[src/rtl/pwm_meas.sv]
// pwm_meas: measures period, high time and integer duty cycle of an asynchronous PWM input.
// Latency: 8 clk from the synchronised rising edge to valid (input path adds 2 clk, plus FILT_LEN with filter).
// Backpressure: none; results are one-cycle strobes, a period ending mid-divide sets overrun and is dropped.
// Optional glitch filter on the synchronised input: define PWM_MEAS_GLITCH_FILTER_EN.
module pwm_meas #(
    parameter int CNT_W    = 24,
    parameter int TIMEOUT  = 1000000,
    parameter int FILT_LEN = 4
) (
    input  logic             clk,
    input  logic             rst,
    input  logic             enable,
    input  logic             pwmIn,
    output logic [CNT_W-1:0] period,
    output logic [CNT_W-1:0] highTime,
    output logic [7:0]       dutyCycle,
    output logic             valid,
    output logic             stuck,
    output logic             overrun
);

    // Dividend 100*H needs 7 extra bits over the counter width.
    localparam int N_W = CNT_W + 7;
    localparam logic [CNT_W-1:0] TO_VAL = CNT_W'(TIMEOUT);
    localparam logic [CNT_W-1:0] TO_M1  = CNT_W'(TIMEOUT - 1);

    // Reject parameter sets where the idle counter could not reach TIMEOUT.
    if ((TIMEOUT < 1) || (longint'(TIMEOUT) >= (longint'(1) << CNT_W)) || (FILT_LEN < 1)) begin : gParamCheck
        $error("pwm_meas: TIMEOUT must be in 1..2**CNT_W-1 and FILT_LEN >= 1");
    end

    typedef enum logic [1:0] {
        sIdle,
        sWait,
        sMeas
    } state_t;

    state_t           state;
    state_t           stateNext;

    logic             sync1;
    logic             sync2;
    logic             s;
    logic             sPrev;
    logic             rise;
    logic             anyEdge;

    logic [CNT_W-1:0] perCnt;
    logic [CNT_W-1:0] hiCnt;
    logic [CNT_W-1:0] idleCnt;

    logic             timeoutHit;
    logic             captureOk;
    logic             overrunHit;

    logic             divActive;
    logic [2:0]       divStep;
    logic [N_W-1:0]   divRem;
    logic [CNT_W-1:0] divDen;
    logic [CNT_W-1:0] latH;
    logic [6:0]       divQuo;
    logic [N_W-1:0]   shiftedDen;
    logic             remGe;
    logic [N_W-1:0]   remNext;
    logic [6:0]       quoNext;
    logic             divDone;

    // Two-flop synchroniser for the asynchronous input.
    always_ff @(posedge clk) begin
        if (rst) begin
            sync1 <= 1'b0;
            sync2 <= 1'b0;
        end else begin
            sync1 <= pwmIn;
            sync2 <= sync1;
        end
    end

`ifdef PWM_MEAS_GLITCH_FILTER_EN
    localparam int FC_W = $clog2(FILT_LEN + 1);

    logic [FC_W-1:0] filtCnt;
    logic            sFilt;

    // Accept a new level only after it has been seen for FILT_LEN consecutive cycles.
    always_ff @(posedge clk) begin
        if (rst) begin
            filtCnt <= '0;
            sFilt   <= 1'b0;
        end else if (sync2 != sFilt) begin
            if (filtCnt == FC_W'(FILT_LEN - 1)) begin
                sFilt   <= sync2;
                filtCnt <= '0;
            end else begin
                filtCnt <= filtCnt + 1'b1;
            end
        end else begin
            filtCnt <= '0;
        end
    end

    assign s = sFilt;
`else
    assign s = sync2;
`endif

    // Previous level of s for edge detection.
    always_ff @(posedge clk) begin
        if (rst) begin
            sPrev <= 1'b0;
        end else begin
            sPrev <= s;
        end
    end

    assign rise    = s & ~sPrev;
    assign anyEdge = s ^ sPrev;

    // A timeout can only fire on an edge-free cycle, so a capture always wins.
    assign timeoutHit = enable && (state != sIdle) && !anyEdge && (idleCnt == TO_M1);
    assign captureOk  = enable && (state == sMeas) && rise && !divActive;
    assign overrunHit = enable && (state == sMeas) && rise && divActive;

    // FSM state register.
    always_ff @(posedge clk) begin
        if (rst) begin
            state <= sIdle;
        end else begin
            state <= stateNext;
        end
    end

    // FSM next state: wait out the partial first period, then measure edge to edge.
    always_comb begin
        stateNext = state;
        case (state)
            sIdle:   if (enable) stateNext = sWait;
            sWait:   if (rise) stateNext = sMeas;
            sMeas:   stateNext = sMeas;
            default: stateNext = sIdle;
        endcase
        if (timeoutHit) begin
            stateNext = sWait;
        end
        if (!enable) begin
            stateNext = sIdle;
        end
    end

    // Period and high-time counters; a rising edge counts as the first cycle of the new period.
    always_ff @(posedge clk) begin
        if (rst || !enable || (state == sIdle)) begin
            perCnt <= '0;
            hiCnt  <= '0;
        end else if (rise) begin
            perCnt <= CNT_W'(1);
            hiCnt  <= CNT_W'(1);
        end else if (state == sMeas) begin
            perCnt <= perCnt + 1'b1;
            if (s) begin
                hiCnt <= hiCnt + 1'b1;
            end
        end
    end

    // Idle counter: cycles since the last edge, saturating so a stuck level reports once.
    always_ff @(posedge clk) begin
        if (rst || !enable || (state == sIdle)) begin
            idleCnt <= '0;
        end else if (anyEdge) begin
            idleCnt <= '0;
        end else if (idleCnt != TO_VAL) begin
            idleCnt <= idleCnt + 1'b1;
        end
    end

    // One restoring step per cycle: try subtracting P shifted to the current quotient bit.
    assign shiftedDen = N_W'(divDen) << divStep;
    assign remGe      = (divRem >= shiftedDen);
    assign remNext    = remGe ? (divRem - shiftedDen) : divRem;
    assign quoNext    = remGe ? (divQuo | (7'd1 << divStep)) : divQuo;
    assign divDone    = divActive && (divStep == 3'd0);

    // Divider: loads at the capture edge, resolves quotient bits 6..0 on the next seven cycles.
    always_ff @(posedge clk) begin
        if (rst || !enable || timeoutHit) begin
            divActive <= 1'b0;
            divStep   <= '0;
            divRem    <= '0;
            divDen    <= '0;
            latH      <= '0;
            divQuo    <= '0;
        end else if (captureOk) begin
            divActive <= 1'b1;
            divStep   <= 3'd6;
            divRem    <= N_W'(hiCnt) * N_W'(100);
            divDen    <= perCnt;
            latH      <= hiCnt;
            divQuo    <= '0;
        end else if (divActive) begin
            divRem <= remNext;
            divQuo <= quoNext;
            if (divStep == 3'd0) begin
                divActive <= 1'b0;
            end else begin
                divStep <= divStep - 3'd1;
            end
        end
    end

    // Result registers: timeout report overrides, otherwise publish the finished divide.
    always_ff @(posedge clk) begin
        if (rst) begin
            period    <= '0;
            highTime  <= '0;
            dutyCycle <= '0;
            valid     <= 1'b0;
            stuck     <= 1'b0;
            overrun   <= 1'b0;
        end else begin
            valid <= 1'b0;
            if (overrunHit) begin
                overrun <= 1'b1;
            end
            if (timeoutHit) begin
                valid     <= 1'b1;
                stuck     <= 1'b1;
                period    <= '0;
                highTime  <= '0;
                dutyCycle <= s ? 8'd100 : 8'd0;
            end else if (divDone && enable) begin
                valid     <= 1'b1;
                stuck     <= 1'b0;
                period    <= divDen;
                highTime  <= latH;
                dutyCycle <= {1'b0, quoNext};
            end
        end
    end

endmodule
[config.mk]
export PLATFORM = sky130hd
export DESIGN_NAME = pwm_meas
export DESIGN_NICKNAME = d
export VERILOG_FILES = /design/src/rtl/pwm_meas.sv
export SDC_FILE = /design/constraint.sdc
export NUM_CORES = 1
export LEC_CHECK = 0
export ABC_AREA = 1
export CAP_MARGIN = 30
export CORE_UTILIZATION = 50
export CTS_BUF_LIST = sky130_fd_sc_hd__clkbuf_4
export CTS_CLUSTER_SIZE = 20
export DETAILED_ROUTE_END_ITERATION = 12
export GPL_TIMING_DRIVEN = 0
export PLACE_DENSITY = 0.8
export SLEW_MARGIN = 20
export SYNTH_ARGS = -nofsm -noshare
export SYNTH_HDL_FRONTEND = slang
export SYNTH_SLANG_ARGS = --single-unit
[constraint.sdc]
create_clock -name clk -period 3.1 [get_ports clk]
set_input_delay 0.465 -clock clk [delete_from_list [all_inputs] [get_ports clk]]
set_output_delay 0.465 -clock clk [all_outputs]
set_load 0.005 [all_outputs]
==> impl_results.md, run 1 <==
* Outcome: finished with violations
* Failing checks: setup timing
* CTS HTree Levels at 2
* Clk Tree Root Cell: clkbuf_4
* Mapped cell area at 15440 um^2
* Leak Pwr at 8.659 nW
* Final setup vio count at 14
* Drt drc at 0
* Core area at 30030 um^2
* DRT antenna net count at 0
* Largest net degree at the start of global routing at 16
* Final Cell Area at 19810 um^2
* PwrDens at 278.3 nW/um^2
* Most frequent cells in the layout: nand2_1, inv_1, dfxtp_1
* Worst-Margin Slew at 0.8568 ns
* FF-to-FF Start: divStep[0]$_SDFFE_PP0P_
* Max Freq at 0.3168 GHz
* Hold_ws at 0.2327 ns
* Post-Synthesis Cells at 2384
* Final hold violation count at 0
* Syn nets at 2529
* Min Tclk post-route at 3.156 ns
* Final GP Congestion at 1.038
* Final HPWL from detailed placement at 37320 um
* Die W at 177.7 um
* Clk sinks at 225
* Critical path peak fanout at 7
* Hold Crit Class: input port to register
* Total vias in the final route at 16.70k
* CP Launch Type: register
* Hold depth at 4
* Average cell area after synthesis at 6.476 um^2
* Peak supply drop at 264.3 uV
* Max-cap violations at 0
* Worst slew margin at 42.88%
* Kind of critical path: register to register
* Die area at 31580 um^2
* Initial antenna violation count at 1
* First-pass GRT wire length at 75700 um
* Crit-path max cell delay at 0.37 ns
* DRT Wirelength at 51310 um
* All-Layer GR Usage at 30.23%
* Starting Density at 51.41%
* Crit end category: register
* Clock buffer depth at 3
* Number of hold buffers added after CTS at 0
* Vias in the first global route at 15.05k
* Yosys reg bits at 225
* Via density at 5.545
* IO Pins at 63
* Netlist cell types at 48
* Die span in y at 177.7 um
* FFs w/ async S/R, synth at 0%
* Worst endpoint data arrival time at 3.69 ns
* Placed cell areas at 16530 um^2
* Area growth, synth to finish at 28.29%
* Clock Skew at 0.06206 ns
* Worst-path clk slew at 0.07 ns
* Final WS setup at -0.05640 ns
* Post-synth EDFFs at 0
* Seq/Total Area, Yosys at 29.18%
* Top FF cell, synth: dfxtp_1
* Drt first pass iters at 5
* CTS tree: yes
* Commonest non-fill, non-tap cell in the layout: nand2_1
* Final core occ at 65.95%
* Clk Latency, worst-skew pair at 0.70 ns
* CTS buffer count at 56
* Synth Warn # at 0
* Post-detailed-route wirelength per cell at 17.04 um
* Port Buffer Count at 60
* CP Launch Point: divStep[0]$_SDFFE_PP0P_
* Slowest-stage cell, CP: dfxtp_4
* Fillers at 2479
* R2r worst-path depth at 22
* Drt first-iter violations at 1642
* GR Overflow Total at 0
* Layout net count at 2721
* CP Cell Sequence: buf_12 -> clkbuf_16 -> nand2_1 -> o21ai_4 -> o21ai_2 -> or2_2 -> ha_4 -> nand2_2 -> nor2_2 -> nand2_2 -> nand2_4 -> nand2_1 -> nand2_2 -> nand2_4 -> nand2_8 -> buf_12 -> nand2_8 -> clkbuf_16 -> nand3_1 -> nand3_1 -> nand2_1 -> inv_1
* Post-Place Setup Slack at -0.8305 ns
* Share of post-route cells with drive strength above 1 at 19.66%
* Tcrit/Tclk final at 101.8%
* Row count at 63
* Slew Viols, Final at 0
* RSZ-0062 raised after global routing: true
* Hold path startpoint: enable
* WP data required at 3.64 ns
## logic make-up (layout without fill, tap and decap cells)
kind of cell               Yosys count  in the layout  share of synthesized area (%)
other                                1              2                        0.02429
and+or+nand+nor                   1131           1131                          31.60
buffers and inverters              474            710                          11.88
AOI/OAI and AO/OA                  379            379                          13.01
DFF                                225            225                          29.18
xor gates and xnor gates            28             28                          1.588
adders and majority gates          141            141                          12.40
muxes                                5              5                         0.3242
## final timing paths
path         slack, ns                      end
min               0.23    state[0]$_SDFFE_PP0P_
max reg2reg      -0.06  divRem[17]$_SDFFE_PP0P_
min reg2reg       0.42             s$_SDFF_PP0_
max              -0.06  divRem[17]$_SDFFE_PP0P_
## per-stage QoR
stage	instances	TNS, ns	power (W)
final	3011	-0.3423	0.005512
after global routing	3011	-5.053	0.005704
after CTS	2959	-0.04208	0.005528
after detailed placement	2834	-32.65	0.003103
after global placement	2834	-32.25	0.003099
after floorplan	2384	0	0.003058
## state kept, by name (all words and copies together), names as in the netlist, 2 cells and up
name,count
divRem,31
divDen,24
hiCnt,24
highTime,24
idleCnt,24
latH,24
perCnt,24
period,24
divQuo,7
dutyCycle,7
divStep,3
state,2
## cell type report
cell class	instances	area [um^2]	area share (%)
inverter	388	1461	7.378
timing repair buffer	136	1374	6.936
clock inverter	25	130.1	0.6570
antenna	1	2.502	0.01263
multi-input combinational	1685	10700	54.02
clock buffer	77	578.1	2.919
tap	390	488.0	2.464
buffer	84	506.7	2.558
sequential	225	4566	23.05
## power by group
group,internal [W],leakage (nW),switching [W],total (W)
clock network,0.00124,0.421,0.00123,0.00247
logic,0.0000420,6.41,0.000115,0.000157
registers,0.00288,1.83,0.00000406,0.00289
## worst max-delay path, delay by kind of cell, from the launching register on
family,cells,cell delay [ns]
adder cells (fa/ha/maj),1,0.32
AO/OA/AOI/OAI,2,0.20
AND/OR/NAND/NOR,14,1.46
flip-flops,1,0.37
buffers and inverters,5,0.62
## routing by layer
layer,track usage [%],wire length (um),up-vias
li1,-,-,8155
met1,41.32,22040,7698
met2,48.91,23310,713
met3,3.299,3969,130
met4,11.04,1999,0
met5,0,0,-
## synth_stat cells (all sizes together), types with 6 or more instances
cell / count / share of area (%)
clkbuf: 62 / 1.5
nor3: 35 / 1.2
ha: 121 / 9.8
nand4: 99 / 4.0
dfxtp: 225 / 29
nand3b: 6 / 0.29
nor4: 7 / 0.32
o21a: 11 / 0.53
o21ai: 112 / 3.6
nor2: 167 / 4.2
xor2: 26 / 1.5
inv: 387 / 9.4
nand3: 134 / 4.4
nand2: 663 / 16
a21oi: 212 / 6.9
a31oi: 19 / 0.77
and2: 7 / 0.28
a211oi: 8 / 0.39
fa: 20 / 2.6
buf: 24 / 0.94
a21o: 8 / 0.39
## what timing repair did
item,4_1_cts,5_1_grt
setup endpoints to repair,55,56
resized for setup,143,364
gates cloned,1,7
buffers inserted,24,44
pin swaps,16,84
(Power assumes the default switching activity.)
==> inputs of run 2 (changes only) <==
--- a/config.mk
+++ b/config.mk
@@ -6,7 +6,7 @@
 export NUM_CORES = 1
 export LEC_CHECK = 0
 export ABC_AREA = 1
-export CAP_MARGIN = 30
+export CAP_MARGIN = 15
 export CORE_UTILIZATION = 50
 export CTS_BUF_LIST = sky130_fd_sc_hd__clkbuf_4
 export CTS_CLUSTER_SIZE = 20
==> results of run 2 <==
The final DEF is identical to that of run 1; final timing and power are the same.
==> inputs of run 3 (changes only) <==
--- a/config.mk
+++ b/config.mk
@@ -9,10 +9,11 @@
 export CAP_MARGIN = 15
 export CORE_UTILIZATION = 50
 export CTS_BUF_LIST = sky130_fd_sc_hd__clkbuf_4
+export CTS_CLUSTER_DIAMETER = 120
 export CTS_CLUSTER_SIZE = 20
 export DETAILED_ROUTE_END_ITERATION = 12
 export GPL_TIMING_DRIVEN = 0
-export PLACE_DENSITY = 0.8
+export PLACE_DENSITY = 0.78
 export SLEW_MARGIN = 20
 export SYNTH_ARGS = -nofsm -noshare
 export SYNTH_HDL_FRONTEND = slang
==> constraint.sdc (replaced) <==
create_clock -name clk -period 3.9 [get_ports clk]
set_input_delay 0.585 -clock clk [delete_from_list [all_inputs] [get_ports clk]]
set_output_delay 0.585 -clock clk [all_outputs]
set_load 0.005 [all_outputs]
==> impl_results.md, run 3 (synthesized netlist as in run 1, its figures left out) <==
* R2r worst-path depth at 19 (-14%)
* PwrDens at 200.7 nW/um^2 (-28%)
* Max-cap violations at 0 (unchanged)
* GR Overflow Total at 0 (unchanged)
* DRT Wirelength at 46310 um (-9.7%)
* Clk sinks at 225 (unchanged)
* First-pass GRT wire length at 72830 um (-3.8%)
* Placed cell areas at 16530 um^2 (unchanged)
* Starting Density at 51.41% (unchanged)
* Total vias in the final route at 15.59k (-6.6%)
* Drt first pass iters at 5 (unchanged)
* Drt first-iter violations at 1332 (-19%)
* WP data required at 4.51 ns (+0.87 ns)
* IO Pins at 63 (unchanged)
* Initial antenna violation count at 1 (unchanged)
* Worst endpoint data arrival time at 4.26 ns (+0.57 ns)
* Drt drc at 0 (unchanged)
* Largest register FFs at 31 (unchanged)
* Met2 usage at 46.47% (-2.4 points)
* Clock Skew at 0.05306 ns (-0.008996 ns)
* Min Tclk post-route at 3.641 ns (+0.4844 ns)
* CP Launch Type: register
* Leak Pwr at 7.569 nW (-13%)
* Kind of critical path: register to register
* CTS tree: yes
* CTS HTree Levels at 1 (-1)
* Clock buffer depth at 3 (unchanged)
* Hold Crit Class: input port to register
* Die area at 31580 um^2 (unchanged)
* Vias in the first global route at 14.32k (-4.9%)
* Commonest non-fill, non-tap cell in the layout: nand2_1
* DRT antenna net count at 0 (unchanged)
* Port Buffer Count at 60 (unchanged)
* Area growth, synth to finish at 7.958%
* Outcome: completed
* Fin cells at 2852 (-5.3%)
* Final setup vio count at 0 (-14)
* Final GP Congestion at 0.9979 (-3.9%)
* Die W at 177.7 um (unchanged)
* Register with the most flip-flops: divRem
* Final core occ at 55.50% (-10 points)
* Via density at 5.467 (-1.4%)
* Max Freq at 0.2747 GHz (-13%)
* Die span in y at 177.7 um (unchanged)
* Met1 Usage GRT at 40.10% (-1.2 points)
* Hold path startpoint: enable
* FF-to-FF End: divRem[17]$_SDFFE_PP0P_
* Slew Viols, Final at 0 (unchanged)
* Clk Tree Root Cell: clkbuf_4
* FF-to-FF Start: divStep[0]$_SDFFE_PP0P_
* Final hold violation count at 0 (unchanged)
* Most frequent cells in the layout: nand2_1, inv_1, dfxtp_1
* Setup TNS at 0 ns (+0.3423 ns)
* Peak supply drop at 277.3 uV (+4.9%)
* Placed Cells at 2834 (unchanged)
* Reg2reg setup slack at 0.26 ns (+0.32 ns)
* Final HPWL from detailed placement at 37690 um (+0.99%)
* Clk Latency, worst-skew pair at 0.68 ns (-0.02 ns)
* Crit end category: register
* Core area at 30030 um^2 (unchanged)
* Row count at 63 (unchanged)
* Number of hold buffers added after CTS at 0 (unchanged)
* CTS buffer count at 15 (-73%)
* Fillers at 2959 (+19%)
* Worst slew margin at 38.86% (-4.0 points)
* Design Power at 0.003345 W (-39%)
* Layout net count at 2604 (-4.3%)
* Final Cell Area at 16670 um^2 (-16%)
* Post-detailed-route wirelength per cell at 16.24 um (-4.7%)
* Hold depth at 4 (unchanged)
* Worst-path clk slew at 0.21 ns (+0.14 ns)
* Largest net degree at the start of global routing at 21 (+5)
* Busiest grt layer: met2
* RSZ-0062 raised after global routing: false
* Hold Path End: state[0]$_SDFFE_PP0P_
* Critical path peak fanout at 10 (+3)
* Grt met3 use at 3.792% (+0.49 points)
* Tcrit/Tclk final at 93.35% (-8.5 points)
* All-Layer GR Usage at 29.13% (-1.1 points)
* Share of post-route cells with drive strength above 1 at 3.171% (-16 points)
* Worst-Margin Slew at 0.9172 ns (+0.06039 ns)
## run 3: cell count changes in the layout (fill, tap and decap cells not counted), moves of 18 or more
| cell | previous run | this run |
|---|---|---|
| o21ai_1 | 22 | 2 |
| o21ai_0 | 44 | 110 |
| nor2_1 | 128 | 160 |
| nand2_1 | 588 | 657 |
| dfxtp_1 | 202 | 223 |
| clkinv_1 | 19 | 1 |
| a21oi_1 | 194 | 212 |
| nand2_2 | 58 | 5 |
| ha_4 | 46 | 0 |
| clkbuf_4 | 81 | 15 |
| buf_4 | 62 | 2 |
| ha_1 | 69 | 121 |
| o21ai_2 | 35 | 0 |
| nor2_4 | 20 | 1 |
## run 3: metal layers
| layer | part of all wire [%] | routed length, um |
|---|---|---|
| met2 | 44 | 20360 |
| met5 | 0 | 0 |
| met1 | 45 | 20620 |
| met3 | 7.9 | 3662 |
| met4 | 3.6 | 1676 |
## run 3: worst max-delay path, cell delays in order (launching register included)
cell      delay (ns)
dfxtp_2         0.40
clkbuf_2        0.20
o21ai_0         0.32
o21ai_0         0.16
nand2_1         0.08
o21ai_0         0.19
ha_1            0.46
nand2_1         0.13
nor2_2          0.19
nand2_1         0.11
nor2_2          0.13
nand2_1         0.09
nor2_1          0.13
nor2_1          0.08
nand2_2         0.13
buf_2           0.29
nand4_1         0.23
nand3_1         0.16
nand2_1         0.06
inv_1           0.07
## run 3: final cells by class
type                            instances  area (um^2)  share of cell area, %
Timing Repair Buffer                   60        600.6                  3.603
Clock inverter                          3        21.27                 0.1276
Inverter                              388         1456                  8.738
Antenna cell                            2        5.005                0.03003
Buffer                                 84        376.6                  2.260
Multi-Input combinational cell       1685         9100                  54.60
Tap cell                              390        488.0                  2.928
Sequential cell                       225         4507                  27.04
Clock buffer                           15        112.6                 0.6756
## run 3: where the power goes
| part | internal (W) | total, W | switching, W |
|---|---|---|---|
| clock | 0.000193 | 0.000921 | 0.000728 |
| combinational | 0.0000286 | 0.000115 | 0.0000861 |
| sequential | 0.00231 | 0.00231 | 0.00000303 |
| total | 0.00253 | 0.00334 | 0.000817 |
## run 3: worst max-delay path by stage
stage                            startpoint                      end
finish              divStep[0]$_SDFFE_PP0P_  divRem[17]$_SDFFE_PP0P_
global route        divStep[0]$_SDFFE_PP0P_  divRem[17]$_SDFFE_PP0P_
CTS                 divStep[0]$_SDFFE_PP0P_  divRem[21]$_SDFFE_PP0P_
detailed placement  divStep[0]$_SDFFE_PP0P_  divRem[21]$_SDFFE_PP0P_
global placement    divStep[0]$_SDFFE_PP0P_  divRem[19]$_SDFFE_PP0P_
floorplan             hiCnt[4]$_SDFFE_PP0P_  divRem[28]$_SDFFE_PP0P_
## run 3: what timing repair did
| action | 4_1_cts | 5_1_grt |
|---|---|---|
| gates resized for setup | 3 | 10 |
| setup buffers | 0 | 0 |
| setup endpoints to repair | 8 | 45 |
| pin swaps | 0 | 0 |
## run 3: per-stage QoR
stage / setup slack (ns) / hold slack, ns
after floorplan: 0.9691 / 0.3883
after global placement: -0.08817 / 0.3937
after detailed placement: -0.07308 / 0.3976
after CTS: 0.007442 / 0.2840
after global routing: 0.05952 / 0.3140
final: 0.2592 / 0.3241
